===== src/rtl/pac_arm_pkg.sv =====
// pac_arm_pkg: shared fetch widths and the buffered fetch entry type
package pac_arm_pkg;
  localparam int ADDR_W = 32;
  localparam int DATA_W = 32;
  typedef logic [ADDR_W-1:0] addr_t;
  typedef logic [DATA_W-1:0] word_t;
  typedef struct packed {addr_t pc; word_t instr;} fetch_entry_t;
endpackage


===== src/rtl/fetch_buffer.sv =====
// fetch_buffer: 2-entry wrap-around FIFO with flush, holding {pc, instr} entries
module fetch_buffer
  import pac_arm_pkg::*;
#(
  parameter int W = $bits(fetch_entry_t)
) (
  input  logic         clk,
  input  logic         rst,
  input  logic         push,
  input  logic         pop,
  input  logic         flush,
  input  logic [W-1:0] din,
  output logic [W-1:0] dout,
  output logic         empty,
  output logic [1:0]   count
);
  logic [W-1:0] mem_q [2];
  logic rd_q, wr_q, full;
  logic [1:0] cnt_q;
  always_ff @(posedge clk) begin
    if (rst) begin
      mem_q[0] <= '0;
      mem_q[1] <= '0;
      rd_q <= 1'b0;
      wr_q <= 1'b0;
      cnt_q <= 2'd0;
    end else if (flush) begin
      rd_q <= 1'b0;
      wr_q <= 1'b0;
      cnt_q <= 2'd0;
    end else begin
      if (push) begin
        mem_q[wr_q] <= din;
        wr_q <= ~wr_q;
      end
      if (pop) rd_q <= ~rd_q;
      cnt_q <= cnt_q + {1'b0, push} - {1'b0, pop};
    end
  end
  assign dout = mem_q[rd_q];
  assign full = cnt_q == 2'd2;
  assign empty = cnt_q == 2'd0;
  assign count = cnt_q;
  a_no_overflow: assert property (@(posedge clk) disable iff (rst) !(push && full && !pop));
endmodule


===== src/rtl/instr_fetch_unit.sv =====
// instr_fetch_unit: PC owner issuing sync-read fetches into a 2-entry decode buffer
module instr_fetch_unit #(
  parameter int ADDR_W = pac_arm_pkg::ADDR_W,
  parameter int DATA_W = pac_arm_pkg::DATA_W,
  parameter logic [ADDR_W-1:0] RESET_PC = '0,
  parameter logic [ADDR_W-1:0] PC_STEP = ADDR_W'(1)
) (
  input  logic              clk,
  input  logic              rst,
  output logic [ADDR_W-1:0] direc,
  input  logic [DATA_W-1:0] dato,
  input  logic              fetch_en,
  input  logic              redir_valid,
  input  logic [ADDR_W-1:0] redir_pc,
  output logic              instr_valid,
  input  logic              instr_ready,
  output logic [DATA_W-1:0] instr,
  output logic [ADDR_W-1:0] instr_pc
);
  logic [ADDR_W-1:0] pc_q, pc_d, infl_pc_q;
  logic inflight_q, issue, pop, push, empty;
  logic [1:0] count;
  logic [ADDR_W+DATA_W-1:0] head;
  assign pop = instr_valid & instr_ready;
  assign push = inflight_q & ~redir_valid;
  assign issue = fetch_en & ~redir_valid & ({1'b0, count} + {2'b0, inflight_q} - {2'b0, pop} < 3'd2);
  assign pc_d = redir_valid ? redir_pc : issue ? pc_q + PC_STEP : pc_q;
  always_ff @(posedge clk) begin
    if (rst) begin
      pc_q <= RESET_PC;
      inflight_q <= 1'b0;
      infl_pc_q <= '0;
    end else begin
      pc_q <= pc_d;
      inflight_q <= issue;
      if (issue) infl_pc_q <= pc_q;
    end
  end
  fetch_buffer #(.W(ADDR_W + DATA_W)) u_buf (
    .clk   (clk),
    .rst   (rst),
    .push  (push),
    .pop   (pop),
    .flush (redir_valid),
    .din   ({infl_pc_q, dato}),
    .dout  (head),
    .empty (empty),
    .count (count)
  );
  assign direc = pc_q;
  assign instr_valid = ~empty;
  assign {instr_pc, instr} = head;
endmodule

===== config.mk =====
export PLATFORM = sky130hd
export DESIGN_NAME = instr_fetch_unit
export DESIGN_NICKNAME = d
export VERILOG_FILES = /design/src/rtl/pac_arm_pkg.sv /design/src/rtl/fetch_buffer.sv /design/src/rtl/instr_fetch_unit.sv
export SDC_FILE = /design/constraint.sdc
export NUM_CORES = 1
export LEC_CHECK = 0
export ABC_AREA = 1
export BUFFER_PORTS_ARGS = -buffer_cell sky130_fd_sc_hd__buf_4
export CAP_MARGIN = 10
export CELL_PAD_IN_SITES_DETAIL_PLACEMENT = 0
export CELL_PAD_IN_SITES_GLOBAL_PLACEMENT = 1
export CORE_MARGIN = 4
export CORE_UTILIZATION = 30
export CTS_CLUSTER_DIAMETER = 120
export DETAILED_ROUTE_END_ITERATION = 8
export MAX_ROUTING_LAYER = met4
export PLACE_DENSITY_LB_ADDON = 0.1
export SETUP_SLACK_MARGIN = 0.2
export SLEW_MARGIN = 0
export SYNTH_ARGS = -nofsm -noshare
export SYNTH_HDL_FRONTEND = slang
export SYNTH_SLANG_ARGS = --single-unit

===== constraint.sdc =====
create_clock -name clk -period 3.55 [get_ports clk]
set_clock_uncertainty 0.1 [all_clocks]
set_input_delay 0.5325 -clock clk [delete_from_list [all_inputs] [get_ports clk]]
set_output_delay 0.5325 -clock clk [all_outputs]
set_load 0.01 [all_outputs]

==> key figures <==
Cells and area
  – Share of cells above drive strength 1: 0.2593
  – Fillers: 3064
  – Area taken by multi-input logic gates: 0.003187 mm^2
  – Diodes inserted: 0
  – Reg area: 0.005246 mm^2
  – Area Overhead vs Synth: 24.11%
  – Fin nets: 1196

Timing
  – Setup violators final: 0
  – Unrepaired setup endpoints after global routing: no
  – Slew Limit Fails: 0
  – Hold Vio Cnt, Final: 0
  – Slew HR: 0.4670
  – Tcrit/Tclk final: 0.8269
  – Sum Neg Setup Slack: 0 ps
  – Final min period: 2936 ps
  – Maximum clock rate: 340.6 MHz
  – Hold WS: 279.0 ps
  – Least-Margin Pin Slew: 799.5 ps

Detailed routing
  – WL/cell: 16.00 um
  – Via/cell ratio: 4.347
  – Routed Wire Length: 24.39 mm
  – Initial DRC count: 309
  – Drt first pass iters: 5
  – Antenna Nets Post-Route: 0
  – Vias post-DR: 6625
  – DRC viols: 0

CTS
  – Post-CTS Repair Setup Buffers: 0
  – Root Driver: clkbuf_16
  – # resized after CTS: 0
  – Number of CTS-inserted buffers: 17
  – Clock Path Buffers: 2
  – Clk_lat worst skew: 430 ps
  – H-Tree Depth: 4
  – Hold-fix buffers, CTS: 0
  – # clock sinks: 198
  – CTS clk-pin slew, worst paths: 80 ps
  – TritonCTS clock tree: built

Floorplanning
  – Die ar.: 0.03335 mm^2
  – Die H: 182.6 um
  – I/O Pins: 166
  – Initial Utilization: 0.3062
  – Placeable core region: 0.02987 mm^2
  – Die Span X: 182.6 um
  – Number of cell rows: 63

Critical path
  – Slowest CP cell: fa_1
  – Max FO, Critical Path: 23
  – Kind of end point of the critical path: register
  – Worst Path Required: 3810 ps
  – Crit path top cell by count: nand2_1
  – Setup CP Type: reg2reg
  – Worst EP arrival: 3190 ps
  – Startpoint types: register
  – CP peak stage delay: 480 ps
  – Top delay family on crit path: simple AND/OR/NAND/NOR gates
  – CP Cell Sequence: inv_1 -> nand2_1 -> nand2_1 -> inv_1 -> ha_1 -> inv_1 -> nand2_1 -> fa_1 -> nand2_1 -> nor2_4 -> nand2_2 -> buf_4 -> inv_2 -> nand2_1 -> nor2_1 -> nor2_1 -> a21oi_1
  – WP buf/inv: 5

Power
  – Comb power frac: 0.100
  – Clock power share: 0.368
  – Sw Ratio: 0.2518
  – Total internal power: 0.003679 W
  – Power per cell area: 433.1 mW/mm^2
  – Psw: 0.001238 W
  – Register share of total power: 0.532
  – Leak pwr: 4.749 nW
  – Peak supply drop: 0.2941 mV

GRT
  – Vias in the first global route: 6651
  – Grt total ovfl: 0
  – GR Util All Layers: 0.1517
  – Largest net degree at the start of global routing: 73
  – Initial antenna violation count: 0
  – First-pass GRT wire length: 38.46 mm

Yosys
  – Mapped Cells: 972
  – Cell Area, Synth: 0.009148 mm^2
  – #FFs+latches synth: 198
  – Post-synthesis net count: 1046
  – Sequential fraction of the synthesis area: 0.5734
  – Synth unique cells: 38
  – Yosys warns: 0
  – Mapped Avg Cell Area: 9.411 um^2

Job
  – MaxCap Viol Count: 0

Placed design
  – Post-DP HPWL: 16.46 mm
  – Gp weighted congestion: 0.7976
  – Port buffer count: 165

Worst hold path
  – Hold Crit Class: in2reg

Run status
  – Run status: finished clean
-- worst paths after layout --
kind | from | to | slack (ps) | cells after the start
setup / recovery | u_buf.count[1] | direc[14] | 610 | 17
hold / removal | redir_pc[6] | direc[6] | 280 | 3
setup reg to reg | u_buf.count[1] | direc[14] | 610 | 17
hold reg to reg | u_buf.rd_q | u_buf.rd_q | 360 | 1
-- logic make-up after synthesis --
logic type / after synthesis / share of synthesized area
adder cells (fa/ha/maj): 5 / 0.007660
multiplexers: 64 / 0.07879
XOR/XNOR: 6 / 0.005745
AO/OA/AOI/OAI: 98 / 0.05936
flip-flops: 198 / 0.5734
buffers and inverters: 184 / 0.08097
AND/OR/NAND/NOR: 417 / 0.1941
-- routing by layer --
metal / global-route usage / share of wire / vias to the layer above / wire length (um)
met5: - / 0 / - / 0
met4: 0.02912 / 0.0086 / 0 / 210
met2: 0.2255 / 0.44 / 148 / 10850
met1: 0.2192 / 0.51 / 3027 / 12370
li1: - / - / 3439 / -
met3: 0.02671 / 0.039 / 11 / 960
-- Yosys cell counts --
master / number / area (um^2)
dfxtp_1: 70 / 1401
nand3_2: 2 / 20.02
xnor2_1: 1 / 8.760
nand3_1: 37 / 185.2
buf_4: 2 / 15.01
nor2_8: 1 / 20.02
nand3b_1: 9 / 67.56
ha_1: 4 / 50.05
o211ai_1: 1 / 7.510
nand2_2: 2 / 12.51
buf_1: 1 / 3.750
and3_1: 1 / 6.260
nand4_1: 4 / 25.02
nand2_4: 2 / 22.52
a31oi_1: 4 / 25.02
nand2_1: 149 / 559.3
nor2_2: 2 / 12.51
nor2_4: 8 / 90.09
o21ai_0: 45 / 225.2
clkbuf_2: 1 / 5.000
clkinv_1: 1 / 3.750
nor3_1: 1 / 5.000
clkbuf_1: 12 / 45.04
xor2_1: 5 / 43.79
o21a_1: 1 / 7.510
nor2_1: 198 / 743.2
a21oi_2: 2 / 17.52
mux2_2: 64 / 720.7
a21oi_1: 31 / 155.2
edfxtp_1: 128 / 3844
fa_1: 1 / 20.02
a211oi_1: 13 / 97.59
buf_6: 1 / 11.26
inv_2: 1 / 3.750
buf_2: 27 / 135.1
inv_1: 138 / 518.0
a22oi_1: 1 / 7.510
or2_2: 1 / 6.260
-- tightest hold or removal path, cell delays in order --
cell and delay, ps:
buf_4 110, nand2_1 60, a21oi_1 60
-- cells in the final DEF (no fill, tap or decap), types with 2 or more instances in the layout --
cell type,count
nor2_1,198
buf_4,171
nand2_1,147
inv_1,138
edfxtp_1,128
dfxtp_1,69
mux2_2,64
o21ai_0,45
nand3_1,35
a21oi_1,31
clkbuf_16,17
a211oi_1,13
nand3b_1,9
nor2_4,8
xor2_1,5
nand3_2,4
nand2_4,4
nand4_1,4
a31oi_1,4
ha_1,4
inv_6,4
buf_12,4
clkinv_1,3
inv_8,3
clkinv_4,3
nand2_2,2
nor2_2,2
a21oi_2,2
clkinvlp_4,2
-- power by group through the flow --
stage,Sequential [W],Clock (W),Combinational [W]
floorplan,0.00266,0,0.000252
global placement,0.00267,0,0.000499
detailed placement,0.00267,0,0.000499
CTS,0.00262,0.00189,0.000502
global route,0.00263,0.00199,0.000548
finish,0.00262,0.00181,0.000490
-- per-stage QoR --
step / worst slack (ps) / total power, W / area, um^2 / utilization / std cells
after floorplan: 381.9 / 0.002911 / 9148 / - / 972
after global placement: 536.2 / 0.003170 / 10810 / 0.3619 / 1493
after detailed placement: 515.9 / 0.003170 / 10810 / 0.3619 / 1493
after CTS: 581.3 / 0.005007 / 11350 / 0.3800 / 1524
after global routing: 327.1 / 0.005169 / 11350 / 0.3800 / 1524
final: 614.4 / 0.004917 / 11350 / 0.3800 / 1524
-- final cells by class --
class / instances / area share
Timing Repair Buffer: 175 / 0.1201
Sequential cell: 198 / 0.4621
Multi-Input combinational cell: 590 / 0.2807
Tap cell: 390 / 0.04298
Clock inverter: 14 / 0.01036
Inverter: 140 / 0.04629
Clock buffer: 17 / 0.03747
-- sequential cells by signal, indices dropped and copies added (netlist names), named ones only --
name,count
direc,32
u_buf.wr_q,1
infl_pc_q,32
u_buf.rd_q,1
u_buf.count,2
u_buf.mem_q,128
inflight_q,1
Note: power is estimated with default switching activity, not from simulation.
